<file path="src/rtl/z3_pkg.sv">
// z3_pkg: shared types and constants for the Zorro III autoconfig responder.
package z3_pkg;
  typedef enum logic [1:0] {IDLE, DECODE, ACK, WAIT_END} z3_state_e;
  localparam logic [5:0] REG_TYPE    = 6'h00;
  localparam logic [5:0] REG_PRODUCT = 6'h01;
  localparam logic [5:0] REG_FLAGS   = 6'h02;
  localparam logic [5:0] REG_MFG_HI  = 6'h04;
  localparam logic [5:0] REG_MFG_LO  = 6'h05;
  localparam logic [5:0] REG_SER_3   = 6'h06;
  localparam logic [5:0] REG_SER_2   = 6'h07;
  localparam logic [5:0] REG_SER_1   = 6'h08;
  localparam logic [5:0] REG_SER_0   = 6'h09;
  localparam logic [5:0] REG_ROMV_HI = 6'h0A;
  localparam logic [5:0] REG_ROMV_LO = 6'h0B;
  localparam logic [5:0] REG_BASE    = 6'h11;
  localparam logic [5:0] REG_SHUTUP  = 6'h13;
  localparam logic [15:0] CFG_PREFIX = 16'hFF00;
  // 256MB board: only ADDR[31:28] is compared against the assigned base
  localparam int BOARD_BITS = 4;
endpackage

</file>
<file path="src/rtl/z3_cfg_rom.sv">
// z3_cfg_rom: config register index/nibble to bus nibble, all but er_Type inverted.
module z3_cfg_rom
  import z3_pkg::*;
#(
  parameter logic [7:0]  ER_TYPE      = 8'h80,
  parameter logic [7:0]  PRODUCT      = 8'h54,
  parameter logic [7:0]  ER_FLAGS     = 8'h30,
  parameter logic [15:0] MANUFACTURER = 16'h0202,
  parameter logic [31:0] SERIAL       = 32'h00000000,
  parameter logic [15:0] ROM_VECTOR   = 16'h0000
) (
  input  logic [5:0] idx_i,
  input  logic       nib_sel_i,
  output logic [3:0] nib_o
);
  logic [7:0] raw, val;
  always_comb begin
    raw = 8'h00;
    case (idx_i)
      REG_TYPE:    raw = ER_TYPE;
      REG_PRODUCT: raw = PRODUCT;
      REG_FLAGS:   raw = ER_FLAGS;
      REG_MFG_HI:  raw = MANUFACTURER[15:8];
      REG_MFG_LO:  raw = MANUFACTURER[7:0];
      REG_SER_3:   raw = SERIAL[31:24];
      REG_SER_2:   raw = SERIAL[23:16];
      REG_SER_1:   raw = SERIAL[15:8];
      REG_SER_0:   raw = SERIAL[7:0];
      REG_ROMV_HI: raw = ROM_VECTOR[15:8];
      REG_ROMV_LO: raw = ROM_VECTOR[7:0];
      default:     raw = 8'h00;
    endcase
  end
  assign val   = (idx_i == REG_TYPE) ? raw : ~raw;
  assign nib_o = nib_sel_i ? val[3:0] : val[7:4];
endmodule

</file>
<file path="src/rtl/z3_autoconfig.sv">
// z3_autoconfig: Zorro III AUTOCONFIG responder and board-space decoder.
module z3_autoconfig
  import z3_pkg::*;
#(
  parameter logic [7:0]  ER_TYPE      = 8'h80,
  parameter logic [7:0]  PRODUCT      = 8'h54,
  parameter logic [7:0]  ER_FLAGS     = 8'h30,
  parameter logic [15:0] MANUFACTURER = 16'h0202,
  parameter logic [31:0] SERIAL       = 32'h00000000,
  parameter logic [15:0] ROM_VECTOR   = 16'h0000
) (
  input  logic        CLK,
  input  logic        RESET_n,
  input  logic        FCS_n,
  input  logic [31:0] ADDR,
  input  logic        READ_in,
  input  logic        CFGIN_n,
  input  logic [3:0]  DIN,
  output logic        CFGOUT_n,
  output logic        slave_cycle,
  output logic        READ,
  output logic [27:0] OFFSET,
  output logic        configured,
  output logic        shutup,
  output logic [3:0]  cfg_data,
  output logic        cfg_oe,
  output logic        cfg_dtack
);
  z3_state_e   state_q, state_d;
  logic        fcs_m_q, fcs_s_q;
  logic [31:0] addr_q;
  logic        read_q;
  logic [3:0]  base_q, base_d, data_q, data_d;
  logic        conf_q, conf_d, shut_q, shut_d, cfgout_n_q, cfgout_n_d;
  logic        slave_q, slave_d, dtack_q, dtack_d, oe_q, oe_d;
  logic        fcs_fall, cfg_hit, board_hit;
  logic [5:0]  reg_idx;
  logic [3:0]  rom_nib;

  assign fcs_fall  = fcs_s_q & ~fcs_m_q;
  assign reg_idx   = addr_q[7:2];
  assign cfg_hit   = ~fcs_s_q & ~conf_q & ~shut_q & ~CFGIN_n & (addr_q[31:16] == CFG_PREFIX);
  assign board_hit = ~fcs_s_q & conf_q & ~shut_q & (addr_q[31 -: BOARD_BITS] == base_q);

  z3_cfg_rom #(
    .ER_TYPE(ER_TYPE), .PRODUCT(PRODUCT), .ER_FLAGS(ER_FLAGS),
    .MANUFACTURER(MANUFACTURER), .SERIAL(SERIAL), .ROM_VECTOR(ROM_VECTOR)
  ) u_rom (
    .idx_i(reg_idx),
    .nib_sel_i(addr_q[8]),
    .nib_o(rom_nib)
  );

  always_ff @(posedge CLK or negedge RESET_n) begin
    if (!RESET_n) begin
      fcs_m_q    <= 1'b1;
      fcs_s_q    <= 1'b1;
      addr_q     <= '0;
      read_q     <= 1'b1;
      state_q    <= IDLE;
      base_q     <= 4'h0;
      conf_q     <= 1'b0;
      shut_q     <= 1'b0;
      cfgout_n_q <= 1'b1;
      slave_q    <= 1'b0;
      dtack_q    <= 1'b0;
      oe_q       <= 1'b0;
      data_q     <= 4'hF;
    end else begin
      fcs_m_q    <= FCS_n;
      fcs_s_q    <= fcs_m_q;
      addr_q     <= fcs_fall ? ADDR : addr_q;
      read_q     <= fcs_fall ? READ_in : read_q;
      state_q    <= state_d;
      base_q     <= base_d;
      conf_q     <= conf_d;
      shut_q     <= shut_d;
      cfgout_n_q <= cfgout_n_d;
      slave_q    <= slave_d;
      dtack_q    <= dtack_d;
      oe_q       <= oe_d;
      data_q     <= data_d;
    end
  end

  always_comb begin
    state_d    = state_q;
    base_d     = base_q;
    conf_d     = conf_q;
    shut_d     = shut_q;
    cfgout_n_d = cfgout_n_q;
    slave_d    = board_hit;
    dtack_d    = dtack_q;
    oe_d       = oe_q;
    data_d     = data_q;
    case (state_q)
      IDLE: state_d = fcs_fall ? DECODE : IDLE;
      DECODE: begin
        if (fcs_s_q) begin
          state_d = IDLE;
        end else if (cfg_hit) begin
          // Outputs and write side effects take effect on ACK entry
          state_d = ACK;
          dtack_d = 1'b1;
          oe_d    = read_q;
          data_d  = read_q ? rom_nib : 4'hF;
          if (!read_q && reg_idx == REG_BASE) begin
            base_d     = DIN;
            conf_d     = 1'b1;
            cfgout_n_d = 1'b0;
          end
          if (!read_q && reg_idx == REG_SHUTUP) begin
            shut_d     = 1'b1;
            cfgout_n_d = 1'b0;
          end
        end else begin
          state_d = WAIT_END;
        end
      end
      ACK: state_d = WAIT_END;
      WAIT_END: begin
        if (fcs_s_q) begin
          // A new strobe can already be falling on the same edge
          state_d = fcs_fall ? DECODE : IDLE;
          dtack_d = 1'b0;
          oe_d    = 1'b0;
          data_d  = 4'hF;
        end
      end
      default: state_d = IDLE;
    endcase
  end

  assign CFGOUT_n    = cfgout_n_q;
  assign slave_cycle = slave_q;
  assign READ        = read_q;
  assign OFFSET      = addr_q[27:0];
  assign configured  = conf_q;
  assign shutup      = shut_q;
  assign cfg_data    = data_q;
  assign cfg_oe      = oe_q;
  assign cfg_dtack   = dtack_q;
endmodule
</file>
<file path="config.mk">
export PLATFORM = sky130hd
export DESIGN_NAME = z3_autoconfig
export DESIGN_NICKNAME = d
export VERILOG_FILES = /design/src/rtl/z3_pkg.sv /design/src/rtl/z3_cfg_rom.sv /design/src/rtl/z3_autoconfig.sv
export SDC_FILE = /design/constraint.sdc
export NUM_CORES = 1
export LEC_CHECK = 0
export ABC_AREA = 1
export BUFFER_PORTS_ARGS = -buffer_cell sky130_fd_sc_hd__buf_2
export CORE_MARGIN = 5
export CORE_UTILIZATION = 45
export DETAILED_ROUTE_END_ITERATION = 8
export PLACE_DENSITY_LB_ADDON = 0.12
export SETUP_SLACK_MARGIN = 0.15
export SLEW_MARGIN = 25
export SYNTH_ARGS = -nofsm -noshare
export SYNTH_HDL_FRONTEND = slang
export SYNTH_HIERARCHICAL = 1
export SYNTH_SLANG_ARGS = --single-unit
</file>
<file path="constraint.sdc">
create_clock -name CLK -period 2.7 [get_ports CLK]
set_clock_uncertainty 0.1 [all_clocks]
set_input_delay 0.27 -clock CLK [delete_from_list [all_inputs] [get_ports CLK]]
set_output_delay 0.27 -clock CLK [all_outputs]
set_load 0.01 [all_outputs]
</file>
==> summary.md <==
| Metric | Value |
|---|---|
| Antenna violations before repair | `0` |
| Measured slew at the worst slew-check pin | `0.854 ns` |
| Routed wl met3 | `301 um` |
| Synth unique cells | `26` |
| Synth top area share | `42.2%` |
| Total global-route track usage | `14.5%` |
| Final nets | `358` |
| Setup TNS | `0 ns` |
| Max VDD drop | `0.309 mV` |
| Crit path required time | `2.78 ns` |
| Initial DRC Count | `59` |
| Vias in the first global route | `1,919` |
| Die extent in y | `85.3 um` |
| Post-Synthesis Cells | `254` |
| CTS Buf Count | `5` |
| Area leader, netlist | `dfrtp_1` |
| Fin crit period | `1.84 ns` |
| Synthesized area per cell | `10.0 um2` |
| R2R cell count | `3` |
| Worst Hold Depth | `2` |
| Pwr/cell area | `706 nW/um2` |
| Lkg Pwr | `1.48 nW` |
| Setup crit start kind | `register` |
| Vias per cell | `4.83` |
| Clk buf depth | `2` |
| WL/cell | `12.8 um` |
| # fillers | `510` |
| Top Ports | `80` |
| Unrepaired setup endpoints after global routing | `false` |
| Largest net degree at the start of global routing | `40` |
| Final worst path period share | `68.0%` |
| Clk slew on worst S/H paths | `0.09 ns` |
| Fin. Hold Viols | `0` |
| Fmax | `0.545 GHz` |
| Antenna diode instance count | `0` |
| Post-Syn Area | `2550 um2` |
| Met2 routed WL | `2430 um` |
| Fin worst setup slack | `0.864 ns` |
| Ratio of cells with drive above 1 in the final layout | `43.9%` |
| CP Max Fanout | `39` |
| Skew-Pair Late Insertion Delay | `0.30 ns` |
| Post-CTS resize count | `0` |
| Top sig layer | `met4` |
| Starting Density | `46.4%` |
| Post-CTS Setup Bufs | `0` |
| Status | `completed` |
| Syn_nets | `301` |
| Row Count | `27` |
| Drt pass-1 iters | `4` |
| Slew HR | `42.9%` |
| Design area | `2970 um2` |
| Area Growth Syn to Fin | `16.4%` |
| Final setup vio count | `0` |
| Die area | `7280 um2` |
| Max H-tree Level | `2` |
| Worst slack at placement | `0.833 ns` |
| DR vias | `1,854` |
| Cell area after placement | `2820 um2` |
| CTS tree | `built` |
| Root Buffer | `clkbuf_8` |
| Core Box Area | `5510 um2` |
| Post-DRT Antenna Nets | `0` |
| Met1 WL | `2140 um` |
| Synth top area cells | `dfrtp_1, mux2_2, buf_4, dfstp_2, nand2_1` |
| Clock sink total | `51` |
| Slew Limit Fails | `0` |
| Setup Crit Path Kind | `register to register` |
| Die Wd | `85.3 um` |
| Worst Hold Class | `input port to register` |
| # port buffers | `79` |
| Grt ovf | `0` |
| Drt total wl | `4930 um` |
| DRC | `0` |
| Synth Register Bits | `51` |
| Sequential share of the synthesized area | `50.4%` |
| CP endpoint kind | `register` |
| RePlAce Congestion | `0.780` |
| Dpl hpwl | `3700 um` |
| Hold buffer count at CTS | `2` |
| Crit path DAT | `1.92 ns` |
| Max Cap Violations | `0` |
| Synth Warn # | `6` |
| First-pass GRT wire length | `8540 um` |
-- per-stage QoR --
| stage | utilization (%) | hold WS (ns) | cells | power [mW] |
|---|---|---|---|---|
| after floorplan | - | -0.126 | 254 | 1.40 |
| after global placement | 51.2 | 0.230 | 374 | 1.50 |
| after detailed placement | 51.2 | 0.228 | 374 | 1.52 |
| after CTS | 53.9 | 0.0875 | 384 | 2.13 |
| after global routing | 53.9 | 0.0810 | 384 | 2.24 |
| final | 53.9 | 0.0984 | 384 | 2.10 |
-- state kept, by name, indices dropped and copies added (netlist names) --
signal / count
CFGOUT_n: 1
READ: 1
addr_q: 32
base_q: 4
cfg_data: 4
cfg_dtack: 1
cfg_oe: 1
configured: 1
fcs_m_q: 1
fcs_s_q: 1
shutup: 1
slave_cycle: 1
state_q: 2
-- synthesized netlist by cell type, drive strengths merged --
cell type and n:
nand2 45, dfrtp 43, buf 32, nor2 29, mux2 28, inv 19
nand3 18, dfstp 8, a21oi 6, ha 6, nand4 6, o21ai 5
nor3 4, o211ai 1, o21bai 1, o31ai 1, xnor2 1, xor2 1
-- cell type report --
| cell class | count | area, um2 | area share [%] |
|---|---|---|---|
| sequential | 51 | 1290 | 43.3 |
| multi-input combinational | 152 | 967 | 32.6 |
| timing repair buffer | 82 | 423 | 14.2 |
| tap | 72 | 90.1 | 3.03 |
| clock buffer | 6 | 72.6 | 2.44 |
| inverter | 19 | 71.3 | 2.40 |
| clock inverter | 2 | 60.1 | 2.02 |
-- placed cells by master (no fill, tap or decap), types with 2 or more instances in the layout --
| cell type | instances |
|---|---|
| dfstp_2 | 8 |
| dfrtp_1 | 43 |
| nand2_4 | 2 |
| inv_1 | 18 |
| ha_1 | 6 |
| dlygate4sd3_1 | 2 |
| a21oi_1 | 6 |
| nor3_1 | 2 |
| nand2_2 | 3 |
| buf_2 | 79 |
| clkbuf_8 | 5 |
| nor3_2 | 2 |
| mux2_2 | 28 |
| nand2_1 | 40 |
| nor2_2 | 4 |
| nand3_1 | 18 |
| bufinv_16 | 2 |
| nor2_1 | 24 |
| o21ai_0 | 5 |
| nand4_1 | 5 |
-- final timing paths --
check | startpoint | endpoint | slack [ns]
min in group asynchronous | RESET_n | addr_q[31] | 0.43
worst max register to register | fcs_m_q | addr_q[15] | 0.86
worst max-delay path | fcs_m_q | addr_q[15] | 0.86
worst min register to register | fcs_m_q | fcs_s_q | 0.27
max in group asynchronous | RESET_n | cfg_data[0] | 1.26
worst min-delay path | ADDR[13] | addr_q[13] | 0.1
-- where the power goes --
part	internal (mW)	leakage (nW)	switching (mW)	total [mW]
Sequential	0.907	0.600	0.0896	0.996
Clock	0.370	0.0654	0.238	0.608
Combinational	0.222	0.819	0.270	0.491
-- cell families (layout without fill, tap and decap cells) --
kind of cell	after synthesis	after routing	synth area share [%]
AOI/OAI and AO/OA	14	14	3.04
xor gates and xnor gates	2	2	0.686
adders and majority gates	6	6	2.94
buffers and inverters	51	109	11.8
DFF	51	51	50.4
muxes	28	28	12.4
and+or+nand+nor	102	102	18.8
-- layer usage --
layer  GRT usage [%]  vias to the layer above
met2            24.9                       50
met5               0                        -
met3            4.17                        5
met1            18.0                      882
li1                -                      917
met4            3.45                        0
-- worst max-delay path, cell delays in order (launching register included) --
cell and delay [ns]:
dfstp_2 0.54, inv_1 0.04, nand2_2 0.62, mux2_2 0.42
No activity file was read; power rests on OpenSTA's default activity.
